[src/rtl/sprite_pkg.sv]
// ============================================================================
//  Module   : sprite_pkg
//  Purpose  : Shared types and constants for the sprite draw-and-animate
//             engine: the animation state enum, the active-screen size, and
//             a width helper that never returns zero.
//  Ports    : none (package)
//  Revision : 1.0 - initial release
// ============================================================================
`default_nettype none

package sprite_pkg;

  typedef enum logic [1:0] {
    IDLE = 2'd0,
    PLAY = 2'd1,
    DONE = 2'd2
  } anim_state_t;

  localparam int H_ACTIVE = 640;
  localparam int V_ACTIVE = 480;

  // Counter width for 0..v-1. Returns at least 1 so that v == 1 still
  // produces a legal vector width.
  function automatic int clog2_min1(input int v);
    return (v > 1) ? $clog2(v) : 1;
  endfunction

endpackage

`default_nettype wire

[src/rtl/sprite_anim_engine_if.sv]
// ============================================================================
//  Module   : sprite_anim_engine_if
//  Purpose  : Sprite ROM bus between the engine and an external synchronous
//             ROM with a one-cycle read latency.
//  Ports    : rom_addr - ROM address driven by the engine (master)
//             rom_q    - ROM read data returned by the ROM (slave)
//  Revision : 1.0 - initial release
// ============================================================================
`default_nettype none

interface sprite_anim_engine_if #(
  parameter int ADDR_W = 16,
  parameter int IDX_W  = 4
);

  logic [ADDR_W-1:0] rom_addr;
  logic [IDX_W-1:0]  rom_q;

  modport master (output rom_addr, input rom_q);
  modport slave  (input rom_addr, output rom_q);

endinterface

`default_nettype wire

[src/rtl/sprite_anim_ctrl.sv]
// ============================================================================
//  Module   : sprite_anim_ctrl
//  Purpose  : Animation sequencer. Counts video-frame ticks, advances the
//             displayed animation frame every HOLD_TICKS ticks, loops or
//             stops on the last frame, and reports busy/done.
//  Ports    : vga_clk, reset   - pixel clock, synchronous active-high reset
//             frame_tick_i     - one pulse per video frame
//             start_i, loop_i  - (re)start animation; loop mode sampled on start
//             cur_frame_o      - frame currently displayed
//             busy_o           - high while playing (registered)
//             done_o           - one-cycle pulse when a one-shot finishes
//  Revision : 1.0 - initial release
// ============================================================================
`default_nettype none

module sprite_anim_ctrl
  import sprite_pkg::*;
#(
  parameter int FRAMES     = 6,
  parameter int HOLD_TICKS = 4,
  localparam int FRAME_W   = clog2_min1(FRAMES),
  localparam int HOLD_W    = clog2_min1(HOLD_TICKS)
) (
  input  logic               vga_clk,
  input  logic               reset,
  input  logic               frame_tick_i,
  input  logic               start_i,
  input  logic               loop_i,
  output logic [FRAME_W-1:0] cur_frame_o,
  output logic               busy_o,
  output logic               done_o
);

  localparam logic [FRAME_W-1:0] LAST_FRAME = FRAME_W'(FRAMES - 1);
  localparam logic [HOLD_W-1:0]  LAST_HOLD  = HOLD_W'(HOLD_TICKS - 1);

  anim_state_t        state_q, state_d;
  logic [HOLD_W-1:0]  hold_q, hold_d;
  logic [FRAME_W-1:0] frame_q, frame_d;
  logic               loop_q, loop_d;
  logic               busy_q, busy_d;
  logic               done_q, done_d;

  always_ff @(posedge vga_clk) begin
    if (reset) begin
      state_q <= IDLE;
      hold_q  <= '0;
      frame_q <= '0;
      loop_q  <= 1'b0;
      busy_q  <= 1'b0;
      done_q  <= 1'b0;
    end else begin
      state_q <= state_d;
      hold_q  <= hold_d;
      frame_q <= frame_d;
      loop_q  <= loop_d;
      busy_q  <= busy_d;
      done_q  <= done_d;
    end
  end

  always_comb begin
    state_d = state_q;
    hold_d  = hold_q;
    frame_d = frame_q;
    loop_d  = loop_q;

    // start overrides everything, including a coincident frame_tick, so
    // that tick is deliberately not counted.
    if (start_i) begin
      state_d = PLAY;
      hold_d  = '0;
      frame_d = '0;
      loop_d  = loop_i;
    end else begin
      case (state_q)
        IDLE: frame_d = '0;
        PLAY: begin
          if (frame_tick_i) begin
            if (hold_q == LAST_HOLD) begin
              hold_d = '0;
              if (frame_q == LAST_FRAME) begin
                if (loop_q) frame_d = '0;
                else        state_d = DONE;   // last frame stays on screen
              end else begin
                frame_d = frame_q + 1'b1;
              end
            end else begin
              hold_d = hold_q + 1'b1;
            end
          end
        end
        DONE: ;
        default: state_d = IDLE;
      endcase
    end

    // Status flags are registered alongside the state, so they line up
    // with state_q rather than with the input pulse.
    busy_d = (state_d == PLAY);
    done_d = (state_d == DONE) && (state_q != DONE);
  end

  assign cur_frame_o = frame_q;
  assign busy_o      = busy_q;
  assign done_o      = done_q;

endmodule

`default_nettype wire

[src/rtl/sprite_anim_engine.sv]
// ============================================================================
//  Module   : sprite_anim_engine
//  Purpose  : Places one multi-frame sprite at a movable screen position,
//             addresses an external synchronous sprite ROM and produces a
//             per-pixel palette index with an opacity flag. Three-cycle
//             latency from DrawX/DrawY to pix_index/pix_opaque.
//  Config   : SPRITE_FLIP_EN - when defined, the latched facing bit mirrors
//             the sprite horizontally; otherwise facing is ignored.
//  Ports    : vga_clk, reset        - pixel clock, synchronous active-high reset
//             DrawX, DrawY, blank   - current pixel and active-video flag
//             frame_tick            - one pulse per video frame
//             pos_x, pos_y, facing  - requested placement (latched on tick)
//             start, loop           - animation control
//             rom                   - sprite ROM bus (master side)
//             pix_index, pix_opaque - pixel to the compositor
//             cur_frame, busy, done - animation status
//  Revision : 1.0 - initial release
// ============================================================================
`default_nettype none

module sprite_anim_engine
  import sprite_pkg::*;
#(
  parameter int SPR_W      = 74,
  parameter int SPR_H      = 103,
  parameter int FRAMES     = 6,
  parameter int HOLD_TICKS = 4,
  parameter int IDX_W      = 4,
  parameter int TRANSP_IDX = 0,
  parameter int ADDR_W     = $clog2(FRAMES * SPR_W * SPR_H),
  localparam int FRAME_W   = clog2_min1(FRAMES)
) (
  input  logic                 vga_clk,
  input  logic                 reset,
  input  logic [9:0]           DrawX,
  input  logic [9:0]           DrawY,
  input  logic                 blank,
  input  logic                 frame_tick,
  input  logic [9:0]           pos_x,
  input  logic [9:0]           pos_y,
  input  logic                 facing,
  input  logic                 start,
  input  logic                 loop,
  sprite_anim_engine_if.master rom,
  output logic [IDX_W-1:0]     pix_index,
  output logic                 pix_opaque,
  output logic [FRAME_W-1:0]   cur_frame,
  output logic                 busy,
  output logic                 done
);

  localparam logic [ADDR_W-1:0] FRAME_PIX = ADDR_W'(SPR_W * SPR_H);
  localparam logic [ADDR_W-1:0] ROW_PIX   = ADDR_W'(SPR_W);

  sprite_anim_ctrl #(
    .FRAMES     (FRAMES),
    .HOLD_TICKS (HOLD_TICKS)
  ) u_ctrl (
    .vga_clk      (vga_clk),
    .reset        (reset),
    .frame_tick_i (frame_tick),
    .start_i      (start),
    .loop_i       (loop),
    .cur_frame_o  (cur_frame),
    .busy_o       (busy),
    .done_o       (done)
  );

  // Shadow position, updated only at vsync so the box never tears mid-frame.
  logic [9:0] px_q, py_q;

  // 11-bit differences: a pixel left of / above the box shows up as bit 10
  // set instead of wrapping into a large in-range value.
  logic [10:0] lx, ly, lx_eff;
  logic        in_box;
  logic [ADDR_W-1:0] addr;

  assign lx = {1'b0, DrawX} - {1'b0, px_q};
  assign ly = {1'b0, DrawY} - {1'b0, py_q};

  assign in_box = !lx[10] && (lx[9:0] < 10'(SPR_W)) &&
                  !ly[10] && (ly[9:0] < 10'(SPR_H));

`ifdef SPRITE_FLIP_EN
  logic facing_q;

  always_ff @(posedge vga_clk) begin
    if (reset)           facing_q <= 1'b0;
    else if (frame_tick) facing_q <= facing;
  end

  assign lx_eff = facing_q ? (11'(SPR_W - 1) - lx) : lx;
`else
  logic unused_facing;
  assign unused_facing = facing;
  assign lx_eff        = lx;
`endif

  assign addr = ADDR_W'(cur_frame) * FRAME_PIX
              + ADDR_W'(ly) * ROW_PIX
              + ADDR_W'(lx_eff);

  logic [ADDR_W-1:0] rom_addr_q;
  logic              in_box1_q, blank1_q;   // aligned with rom_addr_q
  logic              in_box2_q, blank2_q;   // aligned with rom.rom_q
  logic [IDX_W-1:0]  pix_index_q;
  logic              pix_opaque_q;

  always_ff @(posedge vga_clk) begin
    if (reset) begin
      px_q         <= '0;
      py_q         <= '0;
      rom_addr_q   <= '0;
      in_box1_q    <= 1'b0;
      blank1_q     <= 1'b0;
      in_box2_q    <= 1'b0;
      blank2_q     <= 1'b0;
      pix_index_q  <= '0;
      pix_opaque_q <= 1'b0;
    end else begin
      if (frame_tick) begin
        px_q <= pos_x;
        py_q <= pos_y;
      end
      // Out-of-box pixels park the ROM address at 0.
      rom_addr_q <= in_box ? addr : '0;
      in_box1_q  <= in_box;
      blank1_q   <= blank;
      in_box2_q  <= in_box1_q;
      blank2_q   <= blank1_q;
      if (in_box2_q && blank2_q && (rom.rom_q != IDX_W'(TRANSP_IDX))) begin
        pix_index_q  <= rom.rom_q;
        pix_opaque_q <= 1'b1;
      end else begin
        pix_index_q  <= '0;
        pix_opaque_q <= 1'b0;
      end
    end
  end

  assign rom.rom_addr = rom_addr_q;
  assign pix_index    = pix_index_q;
  assign pix_opaque   = pix_opaque_q;

endmodule

`default_nettype wire

[src/flat_wrapper.sv]
// flat-port wrapper written by rule: the top's interface ports become plain ports
module sprite_anim_engine_flat import sprite_pkg::*;
#(
  parameter int SPR_W      = 74,
  parameter int SPR_H      = 103,
  parameter int FRAMES     = 6,
  parameter int HOLD_TICKS = 4,
  parameter int IDX_W      = 4,
  parameter int TRANSP_IDX = 0,
  parameter int ADDR_W     = $clog2(FRAMES * SPR_W * SPR_H),
  localparam int FRAME_W   = clog2_min1(FRAMES)
)
  (vga_clk, reset, DrawX, DrawY, blank, frame_tick, pos_x, pos_y, facing, start, loop, pix_index, pix_opaque, cur_frame, busy, done, rom_rom_addr, rom_rom_q);
  sprite_anim_engine_if #(.ADDR_W(ADDR_W), .IDX_W(IDX_W)) rom_i ();
  input  logic vga_clk;
  input  logic reset;
  input  logic [9:0] DrawX;
  input  logic [9:0] DrawY;
  input  logic blank;
  input  logic frame_tick;
  input  logic [9:0] pos_x;
  input  logic [9:0] pos_y;
  input  logic facing;
  input  logic start;
  input  logic loop;
  output logic [IDX_W-1:0] pix_index;
  output logic pix_opaque;
  output logic [FRAME_W-1:0] cur_frame;
  output logic busy;
  output logic done;
  output wire logic [$bits(rom_i.rom_addr)-1:0] rom_rom_addr;
  input wire logic [$bits(rom_i.rom_q)-1:0] rom_rom_q;
  assign rom_rom_addr = rom_i.rom_addr;
  assign rom_i.rom_q = rom_rom_q;
  sprite_anim_engine #(.SPR_W(SPR_W), .SPR_H(SPR_H), .FRAMES(FRAMES), .HOLD_TICKS(HOLD_TICKS), .IDX_W(IDX_W), .TRANSP_IDX(TRANSP_IDX), .ADDR_W(ADDR_W)) u_core (.vga_clk(vga_clk), .reset(reset), .DrawX(DrawX), .DrawY(DrawY), .blank(blank), .frame_tick(frame_tick), .pos_x(pos_x), .pos_y(pos_y), .facing(facing), .start(start), .loop(loop), .rom(rom_i), .pix_index(pix_index), .pix_opaque(pix_opaque), .cur_frame(cur_frame), .busy(busy), .done(done));
endmodule
[config.mk]
export PLATFORM = sky130hd
export DESIGN_NAME = sprite_anim_engine_flat
export DESIGN_NICKNAME = d
export VERILOG_FILES = /design/src/rtl/sprite_pkg.sv /design/src/rtl/sprite_anim_engine_if.sv /design/src/rtl/sprite_anim_ctrl.sv /design/src/rtl/sprite_anim_engine.sv /design/src/flat_wrapper.sv
export SDC_FILE = /design/constraint.sdc
export NUM_CORES = 1
export LEC_CHECK = 0
export ABC_CLOCK_PERIOD_IN_PS = 6300
export CAP_MARGIN = 20
export CORE_MARGIN = 8
export CORE_UTILIZATION = 50
export CTS_CLUSTER_DIAMETER = 100
export CTS_CLUSTER_SIZE = 25
export DETAILED_ROUTE_END_ITERATION = 16
export PLACE_DENSITY_LB_ADDON = 0.12
export SLEW_MARGIN = 15
export SYNTH_ARGS = -nofsm -noshare
export SYNTH_HDL_FRONTEND = slang
export SYNTH_SLANG_ARGS = --single-unit
[constraint.sdc]
create_clock -name vga_clk -period 6.3 [get_ports vga_clk]
set_clock_uncertainty 0.2 [all_clocks]
set_input_delay 0.945 -clock vga_clk [delete_from_list [all_inputs] [get_ports vga_clk]]
set_output_delay 0.945 -clock vga_clk [all_outputs]
set_load 0.01 [all_outputs]
==> results of run 1 <==
==> routing by layer <==
metal,track usage,part of all wire,vias up
met5,0,0,-
met4,0.0432,0.016,0
met3,0.0318,0.037,16
met2,0.330,0.51,79
met1,0.208,0.44,2055
li1,-,-,2210
==> worst max path at each step <==
stage / startpoint / slack [ns] / to
floorplan: DrawY[0] / 0.03 / u_core.rom.rom_addr[15]
global placement: DrawY[0] / -0.78 / u_core.rom.rom_addr[14]
detailed placement: DrawY[0] / -0.96 / u_core.rom.rom_addr[15]
CTS: DrawY[1] / 0.01 / u_core.rom.rom_addr[15]
global route: DrawY[1] / -0.05 / u_core.rom.rom_addr[15]
finish: DrawY[1] / 0.20 / u_core.rom.rom_addr[15]
==> Yosys cell counts, types with 9 or more instances <==
master	n
sky130_fd_sc_hd__inv_1	82
sky130_fd_sc_hd__ha_1	81
sky130_fd_sc_hd__dfxtp_1	55
sky130_fd_sc_hd__nor2_1	48
sky130_fd_sc_hd__a21oi_1	36
sky130_fd_sc_hd__fa_1	23
sky130_fd_sc_hd__mux2i_1	21
sky130_fd_sc_hd__nand2_1	18
sky130_fd_sc_hd__o21ai_0	18
sky130_fd_sc_hd__xnor2_1	16
sky130_fd_sc_hd__xor2_1	12
sky130_fd_sc_hd__nor3_1	11
sky130_fd_sc_hd__nor2b_1	10
sky130_fd_sc_hd__nor3_2	10
sky130_fd_sc_hd__o21a_1	10
sky130_fd_sc_hd__a21o_1	9
sky130_fd_sc_hd__nand2b_1	9
==> per-stage QoR <==
stage               cell area, um2  instances  TNS [ns]
floorplan                     5000        555         0
global placement              6340        817     -3.88
detailed placement            6340        817     -4.92
CTS                           6740        835         0
global route                  7000        838   -0.0967
finish                        7000        838         0
==> logic make-up (layout without fill, tap and decap cells) <==
logic type | count (synthesis) | count (layout) | synth area share
flip-flops | 55 | 55 | 0.222
AO/OA/AOI/OAI | 110 | 110 | 0.151
multiplexers | 21 | 21 | 0.0423
XOR/XNOR | 30 | 30 | 0.0559
adder cells (fa/ha/maj) | 104 | 104 | 0.297
AND/OR/NAND/NOR | 144 | 144 | 0.161
buffers and inverters | 91 | 241 | 0.0711
==> power by group through the flow <==
stage / clock [mW] / combinational, mW / sequential (mW)
after floorplan: 0 / 1.67 / 0.371
after global placement: 0 / 2.49 / 0.371
after detailed placement: 0 / 2.53 / 0.372
after CTS: 0.223 / 2.92 / 0.364
after global routing: 0.241 / 3.58 / 0.366
final: 0.219 / 3.24 / 0.364
==> critical path: stages <==
cell and delay, ns:
sky130_fd_sc_hd__clkdlybuf4s15_1 0.20, sky130_fd_sc_hd__buf_4 0.15, sky130_fd_sc_hd__ha_1 0.28, sky130_fd_sc_hd__nor2b_4 0.14, sky130_fd_sc_hd__o2111ai_4 0.22, sky130_fd_sc_hd__nand3b_1 0.14, sky130_fd_sc_hd__xor2_1 0.16, sky130_fd_sc_hd__buf_4 0.16
sky130_fd_sc_hd__ha_1 0.28, sky130_fd_sc_hd__ha_1 0.30, sky130_fd_sc_hd__inv_2 0.04, sky130_fd_sc_hd__fa_1 0.52, sky130_fd_sc_hd__inv_1 0.06, sky130_fd_sc_hd__ha_4 0.28, sky130_fd_sc_hd__inv_4 0.04, sky130_fd_sc_hd__o21bai_4 0.13
sky130_fd_sc_hd__a21oi_4 0.09, sky130_fd_sc_hd__xor2_2 0.18, sky130_fd_sc_hd__fa_1 0.53, sky130_fd_sc_hd__inv_1 0.07, sky130_fd_sc_hd__ha_4 0.22, sky130_fd_sc_hd__buf_4 0.14, sky130_fd_sc_hd__nor2b_1 0.16, sky130_fd_sc_hd__o31ai_4 0.29
sky130_fd_sc_hd__a31oi_1 0.14, sky130_fd_sc_hd__xnor2_1 0.19, sky130_fd_sc_hd__nor3_2 0.06
==> flip-flops by register name, indices dropped and copies added, names as in the netlist <==
name and count:
u_core.u_ctrl.cur_frame_o 3, u_core.u_ctrl.loop_q 1, u_core.in_box2_q 1, u_core.u_ctrl.hold_q 2, u_core.blank1_q 1, u_core.pix_opaque 1
u_core.u_ctrl.done_o 1, u_core.blank2_q 1, u_core.py_q 10, u_core.in_box1_q 1, u_core.u_ctrl.state_q 2, u_core.u_ctrl.busy_o 1
u_core.pix_index 4, u_core.px_q 10, u_core.rom.rom_addr 16
==> what timing repair did <==
action,4_1_cts,5_1_grt
pin swaps,36,48
setup endpoints to repair,6,6
hold buffers,0,0
resized for setup,45,43
buffers inserted,10,4
==> layout make-up <==
type	count	area, um2
timing repair buffer	151	1330
clock inverter	3	27.5
sequential	55	1100
tap	133	166
clock buffer	5	68.8
fill	751	2730
inverter	82	310
multi-input combinational	409	3990
==> flow_results.org, run 1 <==
** GRT
- The first global-routing pass estimated 19,500 um of wire.
- The initial antenna violation count was 0.
- Vias in the first global route :: 4,436
- Largest net degree at the start of global routing :: 31
- Global-route usage over all layers :: 0.179
- Global routing finished with a remaining overflow of 0.

** Hold path
- Hold Path Depth :: 1
- Kind of path behind the tightest hold check :: reg -> reg
- Terminating pin of the worst hold path :: u_core.in_box2_q
- The worst hold path begins at u_core.in_box1_q.

** Power
- Cell internal power was estimated by the tool at 2.13 mW.
- Of the total power, the clock network draws 0.057.
- VDD IR max :: 0.000379 V
- Sw frac :: 0.442
- Summed over all nets, the switching power comes to 1.69 mW.
- The share of total power dissipated in sequential elements is 0.095.
- Of the total power, combinational logic draws 0.847.
- Dividing total power by cell area gives a power density of 546 nW/um2.
- Leak :: 3.15 nW
- The design draws 3.82 mW.

** Synthesis
- Async set-reset flop share out of synthesis :: 0
- For this run, the register share of the synthesized area comes to 0.222.
- In this run, synthesis produced a sequential element count of 55.
- The mapped netlist covers 4960 um2.
- Yosys attributes the largest share of cell area to sky130_fd_sc_hd__dfxtp_1, sky130_fd_sc_hd__ha_1, sky130_fd_sc_hd__fa_1, sky130_fd_sc_hd__inv_1, sky130_fd_sc_hd__mux2i_1.
- In the synthesized netlist the dominant register cell turns out to be sky130_fd_sc_hd__dfxtp_1.
- In this run the mean area of a mapped cell was 8.95 um2.
- Mapped Cells :: 555
- Counting distinct cell types in the post-synthesis netlist gives 55.
- Number of enable flip-flop cells after synthesis :: 0
- Portion of synthesized cell area occupied by the leading cell type :: 0.222
- Synth Warn # :: 0
- Library cell occupying the most area in the post-synthesis netlist :: sky130_fd_sc_hd__dfxtp_1
- Counting every net in the synthesized netlist gives 710.

** Floorplanning
- Die area :: 13,400 um2
- Number of standard-cell rows in the floorplan :: 36
- Number of primary I/O pins :: 77
- For this configuration, the core starts out at a cell density of 0.510.
- X dimension of the die :: 116 um
- Die outline height :: 116 um
- Placeable core area :: 9730 um2

** Placed design
- The congestion estimate from routability-driven global placement came to 0.833.
- HPWL after detailed placement :: 9190 um
- Dpl ws :: -0.959 ns
- During placement, the flow inserted port buffers numbering 75.

** Critical path
- Launch point of the worst reg-to-reg path :: u_core.py_q[0]
- The worst register-to-register path has a depth of 26.
- STA puts the critical path data required time at 6.31 ns.
- In this run the worst path has a maximum fanout of 4.
- Data on the critical path arrives at its endpoint at 6.11 ns.
- Critical Path Source Type :: input pin
- Setup slack of the worst register-to-register path :: 0.64 ns
- Critical path type :: in -> reg
- Crit. End Element :: register
- The endpoint identified for the worst register-to-register timing path is u_core.rom.rom_addr[15].

** Route
- For this block, the routed nets add up to 12,100 um of wire.
- Iter 0 DRT Violations :: 155
- Before antenna repair, the detailed router went through 6 iterations.
- In the final routed layout, each cell accounts on average for 14.4 um.
- Routed vias :: 4,360
- Total DRC errors in the routed layout :: 0
- Number of routed nets with antenna violations :: 0
- Post-detailed-route via-to-cell ratio :: 5.20

** Finish
- Most frequent cells in the layout :: sky130_fd_sc_hd__inv_1, sky130_fd_sc_hd__buf_4, sky130_fd_sc_hd__clkdlybuf4s50_1
- Syn-to-layout area delta :: 40.9%
- Leaving out fill and tap cells, the most frequent cell in the layout is sky130_fd_sc_hd__inv_1.
- Final core area utilization :: 0.719
- Share of post-route cells with drive strength above 1 :: 0.247
- Antenna Cells :: 0
- After the last flow step, the layout net total stands at 859.

** STA
- Final Setup Violations :: 0
- For the pin with the worst max-slew slack, the measured transition is 0.750 ns.
- Minimum period implied by the final worst setup slack :: 6.10 ns
- Setup repair after global routing could not meet its margin everywhere.
- Final clock period utilization by the worst path :: 0.969
- The number of hold violations in the final report is 0.
- Hold is met by 0.249 ns.
- Max-Slew Margin vs Limit :: 0.500
- The worst path meets setup with 0.196 ns of slack.
- The number of max-slew violations in the final report was 0.
- For this run, the top clock speed supported by timing is 164 MHz.

** Clock tree
- The longest clock path from root to sink contains 2 buffers.
- Clock latency on the worst-skew pair :: 0.34 ns
- Clock tree synthesis inserted a total of 5 buffers.
- CTS built an H-tree with a depth of 2.
- CTS placed an instance of sky130_fd_sc_hd__clkbuf_8 at the clock tree root.
- Clock tree from TritonCTS :: done
- The clock drives 55 sinks.
- Clock-pin slew was measured on the worst setup and hold paths at 0.12 ns.

** Flow run
- Number of max-cap violations :: 0

** Outcome
- The flow ran to the end, and the final reports show no timing, DRC or antenna violations.
No activity file was read; power rests on OpenSTA's default activity.
==> run 2, diff against run 1 <==
--- a/config.mk
+++ b/config.mk
@@ -9,6 +9,7 @@
 export CAP_MARGIN = 20
 export CORE_MARGIN = 8
 export CORE_UTILIZATION = 50
+export CTS_BUF_LIST = sky130_fd_sc_hd__clkbuf_8
 export CTS_CLUSTER_DIAMETER = 100
 export CTS_CLUSTER_SIZE = 25
 export DETAILED_ROUTE_END_ITERATION = 16
==> results of run 2 <==
The final DEF is identical to that of run 1; final timing and power are the same.
